===== config.mk =====
export PLATFORM = sky130hd
export DESIGN_NAME = spi_reg_bridge
export DESIGN_NICKNAME = d
export VERILOG_FILES = /design/src/rtl/spi_reg_bridge.sv
export SDC_FILE = /design/constraint.sdc
export NUM_CORES = 1
export LEC_CHECK = 0
export ABC_AREA = 1
export CORE_ASPECT_RATIO = 0.5
export CORE_MARGIN = 1.5
export CORE_UTILIZATION = 55
export DETAILED_ROUTE_END_ITERATION = 16
export GPL_ROUTABILITY_DRIVEN = 0
export PLACE_DENSITY = 0.79
export SYNTH_ARGS = -nofsm -noshare
export SYNTH_HDL_FRONTEND = slang
export SYNTH_SLANG_ARGS = --single-unit

===== constraint.sdc =====
create_clock -name clock -period 2 [get_ports clock]
set_clock_uncertainty 0.05 [all_clocks]
set_input_delay 0.5 -clock clock [delete_from_list [all_inputs] [get_ports clock]]
set_output_delay 0.5 -clock clock [all_outputs]
set_load 0.01 [all_outputs]

===== src/rtl/spi_reg_bridge.sv =====
// spi_reg_bridge: SPI mode-0 target driving single-cycle register-bus read/write strobes
module spi_reg_bridge #(
  parameter int SYNC_STAGES = 2
) (
  input  logic       clock,
  input  logic       reset,
  input  logic       spi_sclk,
  input  logic       spi_cs_n,
  input  logic       spi_mosi,
  output logic       spi_miso,
  output logic [5:0] address,
  output logic       write_en,
  output logic [7:0] wr_data,
  output logic       read_en,
  input  logic [7:0] rd_data,
  output logic       busy,
  output logic       frame_err
);
  typedef enum logic [2:0] {IDLE, CMD, RD_REQ, RD_WAIT, DATA} state_t;
  state_t state_q, state_d;
  logic [SYNC_STAGES-1:0] sclk_sync_q, sclk_sync_d, cs_sync_q, cs_sync_d, mosi_sync_q, mosi_sync_d;
  logic       sclk_prev_q, sclk_prev_d, cs_prev_q, cs_prev_d;
  logic       armed_q, armed_d, rw_q, rw_d, inc_q, inc_d;
  logic       write_en_q, write_en_d, frame_err_q, frame_err_d;
  logic [2:0] bit_cnt_q, bit_cnt_d;
  logic [7:0] rx_q, rx_d, tx_q, tx_d, wr_data_q, wr_data_d;
  logic [5:0] address_q, address_d;
  logic       sclk_s, cs_s, mosi_s, rise, fall, cs_rise, cs_fall, last;
  logic [7:0] byte_in;

  assign sclk_s   = sclk_sync_q[SYNC_STAGES-1];
  assign cs_s     = cs_sync_q[SYNC_STAGES-1];
  assign mosi_s   = mosi_sync_q[SYNC_STAGES-1];
  assign rise     = sclk_s & ~sclk_prev_q;
  assign fall     = ~sclk_s & sclk_prev_q;
  assign cs_rise  = cs_s & ~cs_prev_q;
  assign cs_fall  = ~cs_s & cs_prev_q;
  assign byte_in  = {rx_q[6:0], mosi_s};
  assign last     = rise && bit_cnt_q == 3'd7;
  assign address  = address_q;
  assign write_en = write_en_q;
  assign wr_data  = wr_data_q;
  assign frame_err = frame_err_q;
  assign read_en  = state_q == RD_REQ;
  assign busy     = state_q != IDLE;
  assign spi_miso = busy & tx_q[7];

  // Synchronizer chains and edge-detect history for the asynchronous SPI pins
  always_comb begin
    sclk_sync_d = {sclk_sync_q[SYNC_STAGES-2:0], spi_sclk};
    cs_sync_d   = {cs_sync_q[SYNC_STAGES-2:0], spi_cs_n};
    mosi_sync_d = {mosi_sync_q[SYNC_STAGES-2:0], spi_mosi};
    sclk_prev_d = sclk_s;
    cs_prev_d   = cs_s;
  end

  // Frame FSM: command decode, read prefetch, data shifting and bus strobes
  always_comb begin
    state_d     = state_q;
    armed_d     = armed_q | cs_s;
    bit_cnt_d   = bit_cnt_q;
    rx_d        = rx_q;
    tx_d        = tx_q;
    rw_d        = rw_q;
    inc_d       = inc_q;
    wr_data_d   = wr_data_q;
    write_en_d  = 1'b0;
    frame_err_d = 1'b0;
    address_d   = (write_en_q && inc_q) ? address_q + 6'd1 : address_q;
    if (state_q == IDLE) begin
      if (cs_fall && armed_q) begin
        state_d   = CMD;
        bit_cnt_d = 3'd0;
        tx_d      = 8'd0;
      end
    end else if (cs_rise) begin
      state_d     = IDLE;
      bit_cnt_d   = 3'd0;
      frame_err_d = bit_cnt_q != 3'd0;
    end else begin
      if (rise) begin
        bit_cnt_d = bit_cnt_q + 3'd1;
        rx_d      = byte_in;
      end
      if (fall && bit_cnt_q != 3'd0) tx_d = {tx_q[6:0], 1'b0};
      case (state_q)
        CMD: if (last) begin
          rw_d      = byte_in[7];
          inc_d     = byte_in[6];
          address_d = byte_in[5:0];
          state_d   = byte_in[7] ? RD_REQ : DATA;
        end
        RD_REQ: state_d = RD_WAIT;
        RD_WAIT: begin
          tx_d    = rd_data;
          state_d = DATA;
        end
        DATA: if (last) begin
          if (rw_q) begin
            state_d   = RD_REQ;
            address_d = inc_q ? address_q + 6'd1 : address_q;
          end else begin
            write_en_d = 1'b1;
            wr_data_d  = byte_in;
          end
        end
        default: ;
      endcase
    end
  end

  // State register with synchronous reset
  always_ff @(posedge clock) begin
    if (reset) begin
      sclk_sync_q <= '0;
      cs_sync_q   <= '0;
      mosi_sync_q <= '0;
      sclk_prev_q <= 1'b0;
      cs_prev_q   <= 1'b0;
      state_q     <= IDLE;
      armed_q     <= 1'b0;
      bit_cnt_q   <= 3'd0;
      rx_q        <= 8'd0;
      tx_q        <= 8'd0;
      rw_q        <= 1'b0;
      inc_q       <= 1'b0;
      wr_data_q   <= 8'd0;
      write_en_q  <= 1'b0;
      frame_err_q <= 1'b0;
      address_q   <= 6'd0;
    end else begin
      sclk_sync_q <= sclk_sync_d;
      cs_sync_q   <= cs_sync_d;
      mosi_sync_q <= mosi_sync_d;
      sclk_prev_q <= sclk_prev_d;
      cs_prev_q   <= cs_prev_d;
      state_q     <= state_d;
      armed_q     <= armed_d;
      bit_cnt_q   <= bit_cnt_d;
      rx_q        <= rx_d;
      tx_q        <= tx_d;
      rw_q        <= rw_d;
      inc_q       <= inc_d;
      wr_data_q   <= wr_data_d;
      write_en_q  <= write_en_d;
      frame_err_q <= frame_err_d;
      address_q   <= address_d;
    end
  end
endmodule


==> results of run 1 <==
metal layers:
layer  GRT usage, %  up-vias  wire length (um)
met1           32.1     1098              2690
met4           9.05        0                73
li1               -     1246                 -
met3           5.29        6               305
met2           41.8       78              2720
met5              0        -                 0
kinds of logic (layout without fill, tap and decap cells):
family,Yosys count,count (layout)
and+or+nand+nor,160,160
buffers and inverters,67,104
DFF,48,48
AOI/OAI and AO/OA,88,88
adders and majority gates,4,4
xor gates and xnor gates,1,1
final cells by class:
cell class	count	share of cell area, %
clock inverters	2	1.18
repair buffers	39	12.7
multi-input cells	253	41.5
well taps	57	2.39
flip-flops and latches	48	32.5
clock buffers	6	2.43
inverters	57	7.26
registers in the layout, summed over array words and instances (netlist names):
register and flops:
tx_q 8, wr_data 8, rx_q 7, address 6, bit_cnt_q 3, state_q 3, cs_sync_q 2, mosi_sync_q 2
sclk_sync_q 2, armed_q 1, cs_prev_q 1, frame_err 1, inc_q 1, rw_q 1, sclk_prev_q 1, write_en 1
power by group:
group	internal (W)	total, W	leakage (nW)	switching [W]
sequential	0.000991	0.00102	0.390	0.0000317
combinational	0.000154	0.000471	0.846	0.000317
clock	0.000371	0.000699	0.0552	0.000328
total	0.00152	0.00219	1.29	0.000676
cells in the final DEF (no fill, tap or decap), types with 4 or more instances in the layout:
master,netlist,final
a21oi_1,38,38
nor2_2,4,4
dfxtp_1,48,46
clkbuf_8,0,5
inv_2,6,6
o21ai_1,9,9
nor2_1,46,46
buf_4,1,7
ha_1,4,4
nand3_1,17,17
nand2_1,78,78
clkdlybuf4s50_1,0,28
inv_1,50,50
o21ai_0,30,30
o211ai_1,5,5
through the flow:
step	util (%)	setup slack, ns
after floorplan	-	0.477
after global placement	65.8	0.161
after detailed placement	65.8	0.111
after CTS	68.4	0.104
after global routing	68.4	0.0381
final	68.4	0.107
repair_timing:
item | 4_1_cts | 5_1_grt
resized for setup | 7 | 0
setup endpoints to repair | 3 | 0
hold buffers | 0 | 0
path summary, 6_finish.rpt:
check                                 endpoint  slack [ns]  cells past startpoint
worst max register to register      address[0]        0.19                     10
worst min-delay path            sclk_sync_q[1]        0.35                      2
worst min register to register  sclk_sync_q[1]        0.35                      2
worst max-delay path                address[1]        0.11                      1
==> metrics.log, run 1 <==
INFO  metric hold_class = reg -> reg
INFO  metric synth_xor_area_share = less than 1%
INFO  metric final_cells = between 400 and 500
INFO  metric diodes = 0
INFO  metric drive_above_1_share = 9.63%
INFO  metric dp_hpwl = around 4200 um
INFO  metric max-slew-margin-rel = 72.2%
INFO  metric timing_limited_maximum_frequency = between 0.5 and 0.6 GHz
INFO  metric grt_setup_unrepaired = no
INFO  metric area.growth.synth_to_final = 20.1%
INFO  metric finalSetupViolations = 0
INFO  metric via_per_inst = 5.26
INFO  metric yosys_warnings = 0
INFO  metric most_frequent_cell_after_synthesis = nand2_1
INFO  metric setup.worst_path.start = address[1]
INFO  metric synth_area_leaders = dfxtp_1, nand2_1, a21oi_1
INFO  metric postPlaceCellArea = 2870 sq um
INFO  metric critical-path-max-stage-delay = 0.58 ns
INFO  metric layout.cell_area.non_filler = approximately 3000 sq um
INFO  metric yosysUniqueCellTypes = 28
INFO  metric flops_latches_synth = 48
INFO  metric syn-cell-area = ~2500 sq um
INFO  metric sequential_area_share_after_synthesis = 38.7%
INFO  metric multi_input_area = 1240 sq um
INFO  metric synth_adder_area_share = 2.02%
INFO  metric ys_dominant_reg_cell = dfxtp_1
INFO  metric post_synth_most_frequent_cells = nand2_1, inv_1, dfxtp_1
INFO  metric fin_crit = about 1.9 ns
INFO  metric max_cap_viol_count = 0
INFO  metric cts_htree_levels = 2
INFO  metric power_leakage = between 1 and 1.5 nW
INFO  metric synth_enable_flop_cells = 0
INFO  metric floorplan_die_area = 4950 sq um
INFO  metric synth_top_family_by_area = simple AND/OR/NAND/NOR gates
INFO  metric syn_nets = 385
INFO  metric drtAntennaViolNets = 0
INFO  metric tritoncts = done
INFO  metric final_wirelength = between 5000 and 6000 um
INFO  metric cts_setup_buffers = 0
INFO  metric crit_slowest_cell = clkdlybuf4s50_1
INFO  metric fin_tns_setup = 0 ns
INFO  metric worst_r2r_startpoint = bit_cnt_q[1]
INFO  metric crit_type = reg -> out
INFO  metric ys_async_sr_fraction = 0%
INFO  metric critical_path.startpoint_type = flop
INFO  metric synth_top_cell_area_share = 38.7%
INFO  metric slew_violations = 0
INFO  metric detailroute.via_count = 2,428
INFO  metric synth_compound_gate_area_share = about a fifth
INFO  metric worst_ep_required_time = 1.45 ns
INFO  metric post_synth_mux_area_share = 0%
INFO  metric rows = 17
INFO  metric critical_path_arrival = 1.34 ns
INFO  metric start_util = 56.9%
INFO  metric die_w = 98.0 um
INFO  metric port_buffers = 31
INFO  metric synth-simple-area-share = 28.5%
INFO  metric coreArea = 4360 sq um
INFO  metric worst_skew_pair.late_latency = 0.30 ns
INFO  metric grt_pass1_vias = 2,196
INFO  metric io_pins = 32
INFO  metric clock_sink_count = 48
INFO  metric tritoncts.num_buffers = 5
INFO  metric grt_start_max_net_pins = 36
INFO  metric layout.nets = 421
INFO  metric synthesis.area_per_instance = approximately 6.7 sq um
INFO  metric detail_route.iter0.violations = 265
INFO  metric clockBufferDepth = 2
INFO  metric status = complete, no violations
INFO  metric period_share = between 90 and 100%
INFO  metric timing.critical_path.max_delay_family = buffers and inverters
INFO  metric path_cells = clkdlybuf4s50_1
INFO  metric synth_top_area_cell = dfxtp_1
INFO  metric grtUsageTotal = 24.9%
INFO  metric drt_first_pass_iters = 5
INFO  metric grt_pass1_wl = 9760 um
INFO  metric ir_worst_vdd = 0.338 mV
INFO  metric area.sequential = 968 sq um
INFO  metric cts_root_buf = clkbuf_8
INFO  metric wl_per_cell = 12.5 um
INFO  metric die_h = a little over 50 um
INFO  metric fillers = approximately 370
INFO  metric p_per_area = 736 nW/um^2
INFO  metric worstPathMaxFanout = 7
INFO  metric antenna_found_initial = 0
INFO  metric finalHoldViolations = 0
INFO  metric cp_num_buf_inv = 1
INFO  metric path_clk_slew = 0.09 ns
INFO  metric power.total = approximately 0.0022 W
INFO  metric dp.cells = 454
INFO  metric overflow = 0
INFO  metric drc = 0
INFO  metric final.hold.worst_slack = approximately 0.35 ns
INFO  metric holdCritStartpoint = sclk_sync_q[0]
INFO  metric synth_cells = 368
INFO  metric worst_slew_pin_slew = 0.415 ns
INFO  metric setup.worst_path.end_class = output pin
No activity file was read; power rests on OpenSTA's default activity.
==> run 2, diff against run 1 <==
- GPL_ROUTABILITY_DRIVEN: 0 -> 1
==> metrics.log, run 2 (same netlist as run 1, synthesis figures left out) <==
INFO  metric dp_hpwl = 4190 um (+0.29%)
INFO  metric hold_path_depth = 2 (unchanged)
INFO  metric power_leakage = 1.29 nW (-0.31%)
INFO  metric start_util = 56.9% (unchanged)
INFO  metric finalHoldViolations = 0 (unchanged)
INFO  metric layout_common_cells = nand2_1, inv_1, nor2_1, dfxtp_1, a21oi_1
INFO  metric worstPathMaxFanout = 7 (unchanged)
INFO  metric drtAntennaViolNets = 0 (unchanged)
INFO  metric ir_worst_vdd = 0.440 mV (+30%)
INFO  metric die_h = 50.5 um (unchanged)
INFO  metric io_pins = 32 (unchanged)
INFO  metric p_per_area = 737 nW/um^2 (+0.12%)
INFO  metric area.growth.synth_to_final = 19.8%
INFO  metric overflow = 0 (unchanged)
INFO  metric drc = 0 (unchanged)
INFO  metric clock_sink_count = 48 (unchanged)
INFO  metric clockBufferDepth = 2 (unchanged)
INFO  metric status = complete, no violations
INFO  metric path_clk_slew = 0.09 ns (about the same)
INFO  metric period_share = 95.3% (+0.69 points)
INFO  metric final_wirelength = 5760 um (-0.45%)
INFO  metric worst_hold_path.endpoint = cs_sync_q[1]
INFO  metric coreArea = 4360 sq um (unchanged)
INFO  metric cp_num_buf_inv = 1 (unchanged)
INFO  metric port_buffers = 31 (unchanged)
INFO  metric fin_tns_setup = 0 ns (unchanged)
INFO  metric floorplan_die_area = 4950 sq um (unchanged)
INFO  metric critical_path_arrival = 1.36 ns (+0.02 ns)
INFO  metric critical_path.startpoint_type = flop
INFO  metric cts_root_buf = clkbuf_8
INFO  metric drt_first_pass_iters = 5 (unchanged)
INFO  metric rows = 17 (unchanged)
INFO  metric hold_class = reg -> reg
INFO  metric finalSetupViolations = 0 (unchanged)
INFO  metric timing_limited_maximum_frequency = 0.525 GHz (-0.72%)
INFO  metric crit_slowest_cell = clkdlybuf4s50_1
INFO  metric tritoncts = done
INFO  metric grt_setup_unrepaired = no
INFO  metric diodes = 0 (unchanged)
INFO  metric timing.critical_path.depth = 1 (unchanged)
INFO  metric r2r_cells = 7 (-3)
INFO  metric wl_per_cell = 12.5 um (-0.23%)
INFO  metric max_cap_viol_count = 0 (unchanged)
INFO  metric fin_crit = 1.91 ns (+0.0138 ns)
INFO  metric crit_type = reg -> out
INFO  metric postCtsHoldBufs = 0 (unchanged)
INFO  metric detail_route.iter0.violations = 117 (-56%)
INFO  metric setup.worst_path.end_class = output pin
INFO  metric final.hold.worst_slack = 0.359 ns (+0.00518 ns)
INFO  metric detailroute.via_count = 2,447 (+0.78%)
INFO  metric max-slew-margin-rel = 71.4% (-0.83 points)
INFO  metric grt_pass1_vias = 2,235 (+1.8%)
INFO  metric layout.cell_area.non_filler = 2970 sq um (-0.25%)
INFO  metric place_congestion = 0.883
INFO  metric grtUsageTotal = 24.3% (-0.64 points)
INFO  metric grt_start_max_net_pins = 36 (unchanged)
INFO  metric final_cells = 461 (-0.22%)
INFO  metric fillers = 394 (+6.2%)
INFO  metric path_cells = clkdlybuf4s50_1
INFO  metric postPlaceCellArea = 2860 sq um (-0.26%)
INFO  metric layout.nets = 420 (-0.24%)
INFO  metric dp.cells = 453 (-0.22%)
INFO  metric grt_pass1_wl = 9600 um (-1.6%)
INFO  metric worst_r2r_startpoint = bit_cnt_q[1]
INFO  metric worst_skew_pair.late_latency = 0.30 ns (about the same)
INFO  metric worst_ep_required_time = 1.45 ns (about the same)
INFO  metric drive_above_1_share = 9.41% (-0.22 points)
INFO  metric slew_violations = 0 (unchanged)
INFO  metric mostFrequentLayoutCell = nand2_1
INFO  metric r2r_end = wr_data[1]
INFO  metric die_w = 98.0 um (unchanged)
INFO  metric tritoncts.num_buffers = 5 (unchanged)
INFO  metric holdCritStartpoint = cs_sync_q[0]
INFO  metric worst_slew_pin_slew = 0.428 ns (+0.0125 ns)
INFO  metric timing.critical_path.max_delay_family = buffers and inverters
INFO  metric via_per_inst = 5.31 (+1.0%)
INFO  metric cts_htree_levels = 2 (unchanged)
INFO  metric antenna_found_initial = 0 (unchanged)
INFO  metric power.total = 0.00219 W (-0.14%)
INFO  metric critical-path-max-stage-delay = 0.58 ns (about the same)
INFO  metric reg2reg_setup_slack = 0.21 ns (+0.02 ns)
==> run 2: cell count changes in the layout (fill, tap and decap cells not counted), sizes merged <==
cell  delta
buf      -1
==> run 2: report_power, final <==
group          leakage, nW  switching (W)  internal [W]  total, W
sequential           0.390      0.0000318      0.000992   0.00102
combinational        0.842       0.000310      0.000152  0.000462
clock               0.0552       0.000333      0.000372  0.000705
==> run 2: final cells by class <==
cell class / count / area (sq um) / area share, %
Clock buffer: 6 / 72.6 / 2.44
Sequential cell: 48 / 968 / 32.6
Multi-Input combinational cell: 253 / 1240 / 41.6
Timing Repair Buffer: 38 / 372 / 12.5
Inverter: 57 / 216 / 7.28
Clock inverter: 2 / 35.0 / 1.18
Tap cell: 57 / 71.3 / 2.40
==> run 2: layer usage <==
metal  part of all wire (%)  GRT usage [%]
met1                     46           30.5
met2                     46           41.3
met3                    7.3           4.60
met4                   0.80           10.7
met5                      0              0
==> run 2: how the worst max path moves through the flow <==
| stage | slack (ns) | end | startpoint |
|---|---|---|---|
| after floorplan | 0.48 | wr_data[6] | bit_cnt_q[1] |
| after global placement | 0.16 | spi_miso | state_q[2] |
| after detailed placement | 0.1 | spi_miso | state_q[2] |
| after CTS | 0.1 | spi_miso | state_q[1] |
| after global routing | 0.03 | address[1] | address[1] |
| final | 0.09 | address[1] | address[1] |
==> run 2: stage by stage <==
stage | setup slack, ns | util, %
floorplan | 0.477 | -
global placement | 0.163 | 65.6
detailed placement | 0.0982 | 65.6
CTS | 0.0954 | 68.2
global route | 0.0304 | 68.2
finish | 0.0935 | 68.2
==> run 2: repair_timing <==
item / in CTS / in global routing
endpoints found under the setup margin: 3 / 0
setup buffers: 0 / 0
resized for setup: 7 / 0
endpoints found under the hold margin: 0 / 0
==> run 3, diff against run 2 <==
- CORE_UTILIZATION: 55 -> 59
- PLACE_DENSITY: 0.79 -> 0.84
- clock period: 2 -> 2.35 ns (I/O delays scaled with it)
==> metrics.log, run 3 (same netlist as run 1, synthesis figures left out) <==
INFO  metric status = complete, no violations
INFO  metric cts_setup_buffers = 0 (unchanged)
INFO  metric cts_root_buf = clkbuf_8
INFO  metric overflow = 0 (unchanged)
INFO  metric setup.worst_path.end_class = output pin
INFO  metric clockBufferDepth = 2 (unchanged)
INFO  metric grt_pass1_vias = 2,264 (+1.3%)
INFO  metric clock_sink_count = 48 (unchanged)
INFO  metric port_buffers = 31 (unchanged)
INFO  metric max-slew-margin-rel = 70.8% (-0.60 points)
INFO  metric internal_power = 0.00120 W (-21%)
INFO  metric power.switching = 0.000591 W (-12%)
INFO  metric diodes = 0 (unchanged)
INFO  metric power.share.sequential = 48.9% (+2.2 points)
INFO  metric mostFrequentLayoutCell = nand2_1
INFO  metric drive_above_1_share = 8.77% (-0.63 points)
INFO  metric detail_route.iter0.violations = 129 (+10%)
INFO  metric grt_start_max_net_pins = 36 (unchanged)
INFO  metric endpoint = read_en
INFO  metric crit_type = reg -> out
INFO  metric finalHoldViolations = 0 (unchanged)
INFO  metric fin_crit = 2.26 ns
INFO  metric power_frac_comb = 21.3% (+0.2 points)
INFO  metric finalSetupViolations = 0 (unchanged)
INFO  metric place_congestion = 0.912 (+3.4%)
INFO  metric power_leakage = 1.24 nW (-3.6%)
INFO  metric critical_path_arrival = 1.63 ns (+0.27 ns)
INFO  metric antenna_found_initial = 0 (unchanged)
INFO  metric fin_tns_setup = 0 ns (unchanged)
INFO  metric worst_skew_pair.late_latency = 0.30 ns (about the same)
INFO  metric power.total = 0.00180 W (-18%)
INFO  metric floorplan_die_area = 4630 sq um (-6.5%)
INFO  metric wl_per_cell = 13.1 um (+4.7%)
INFO  metric ir_worst_vdd = 0.392 mV (-11%)
INFO  metric grt_pass1_wl = 10,200 um (+6.4%)
INFO  metric final_wirelength = 5930 um (+2.8%)
INFO  metric drc = 0 (unchanged)
INFO  metric tritoncts.num_buffers = 5 (unchanged)
INFO  metric timing_limited_maximum_frequency = 0.442 GHz
INFO  metric drtAntennaViolNets = 0 (unchanged)
INFO  metric coreArea = 3960 sq um (-9.1%)
INFO  metric grtUsageTotal = 28.2% (+3.9 points)
INFO  metric hold_class = reg -> reg
INFO  metric tritoncts = done
INFO  metric worst_ep_required_time = 1.71 ns (+0.26 ns)
INFO  metric postCtsHoldBufs = 0 (unchanged)
INFO  metric layout.nets = 415 (-1.2%)
INFO  metric rows = 16 (-1)
INFO  metric dp_hpwl = 4230 um (+1.1%)
INFO  metric fillers = 319 (-19%)
INFO  metric p_per_area = 617 nW/um^2 (-16%)
INFO  metric slew_violations = 0 (unchanged)
INFO  metric post_cts_resize_count = 0 (-7)
INFO  metric worst_r2r_startpoint = bit_cnt_q[0]
INFO  metric detailroute.via_count = 2,481 (+1.4%)
INFO  metric die_w = 94.7 um (-3.3%)
INFO  metric start_util = 62.6% (+5.7 points)
INFO  metric reg2reg_setup_slack = 0.55 ns (+0.34 ns)
INFO  metric setup.worst_path.start = state_q[1]
INFO  metric power.share.switching = 32.9% (+2.1 points)
INFO  metric r2r_end = wr_data[1]
INFO  metric grt_setup_unrepaired = no
INFO  metric area.growth.synth_to_final = 17.2%
INFO  metric worst_slew_pin_slew = 0.438 ns (+0.0101 ns)
INFO  metric drt_first_pass_iters = 5 (unchanged)
INFO  metric path_clk_slew = 0.09 ns (about the same)
INFO  metric period_share = 96.3%
INFO  metric cts_htree_levels = 2 (unchanged)
INFO  metric via_per_inst = 5.48 (+3.2%)
INFO  metric layout_common_cells = nand2_1, inv_1, nor2_1, dfxtp_1, a21oi_1
INFO  metric clkPwrFrac = 29.7% (-2.5 points)
INFO  metric critical_path.startpoint_type = flop
INFO  metric worstPathMaxFanout = 4 (-3)
INFO  metric io_pins = 32 (unchanged)
INFO  metric max_cap_viol_count = 0 (unchanged)
INFO  metric die_h = 48.9 um (-3.2%)
INFO  metric r2r_cells = 7 (unchanged)
[run 3: cell count changes in the layout (fill, tap and decap cells not counted), sizes merged]
| cell | delta |
|---|---|
| buf | -5 |
| bufinv | -1 |
| inv | +1 |
| clkdlybuf4s50 | +3 |
| dlygate4sd2 | -3 |
[run 3: cell type report]
class | instances | area, sq um | share of cell area, %
multi-input combinational | 253 | 1240 | 42.6
clock inverter | 2 | 13.8 | 0.473
tap | 54 | 67.6 | 2.32
clock buffer | 6 | 82.6 | 2.84
inverter | 57 | 216 | 7.44
sequential | 48 | 965 | 33.2
timing repair buffer | 33 | 325 | 11.2
[run 3: metrics by stage]
stage / instances / worst slack (ns) / util [%] / hold WS (ns) / cell area (sq um)
3_3_place_gp: 445 / 0.383 / 70.8 / 0.339 / 2810
5_1_grt: 453 / 0.0257 / 73.4 / 0.373 / 2910
3_5_place_dp: 445 / 0.351 / 70.8 / 0.343 / 2810
6_report: 453 / 0.0871 / 73.4 / 0.355 / 2910
2_1_floorplan: 368 / 0.827 / - / 0.338 / 2480
4_1_cts: 453 / 0.00292 / 73.3 / 0.355 / 2900
[run 3: worst min path at each step]
stage	depth (start not counted)	from	to
2_1_floorplan	2	cs_sync_q[0]	cs_sync_q[1]
6_report	2	sclk_sync_q[0]	sclk_sync_q[1]
4_1_cts	2	sclk_sync_q[0]	sclk_sync_q[1]
3_3_place_gp	2	sclk_sync_q[0]	sclk_sync_q[1]
3_5_place_dp	2	sclk_sync_q[0]	sclk_sync_q[1]
5_1_grt	2	cs_sync_q[0]	cs_sync_q[1]
[run 3: worst max-delay path: stages (launching register included)]
cell,delay [ns]
dfxtp_2,0.41
inv_2,0.07
nor2_2,0.12
nand2_1,0.09
inv_1,0.09
clkdlybuf4s50_1,0.55
[run 3: layer usage]
metal	vias up	routed length, um	track usage [%]
li1	1239	-	-
met1	1122	2730	39.0
met2	110	2650	45.4
met3	10	497	6.07
met4	0	43	5.72
met5	-	0	0
[run 3: power by group through the flow]
| stage | Clock [W] | Sequential (W) | Combinational, W |
|---|---|---|---|
| after floorplan | 0 | 0.000886 | 0.000255 |
| after global placement | 0 | 0.000890 | 0.000359 |
| after detailed placement | 0 | 0.000893 | 0.000368 |
| after CTS | 0.000537 | 0.000875 | 0.000373 |
| after global routing | 0.000564 | 0.000881 | 0.000417 |
| final | 0.000534 | 0.000879 | 0.000383 |
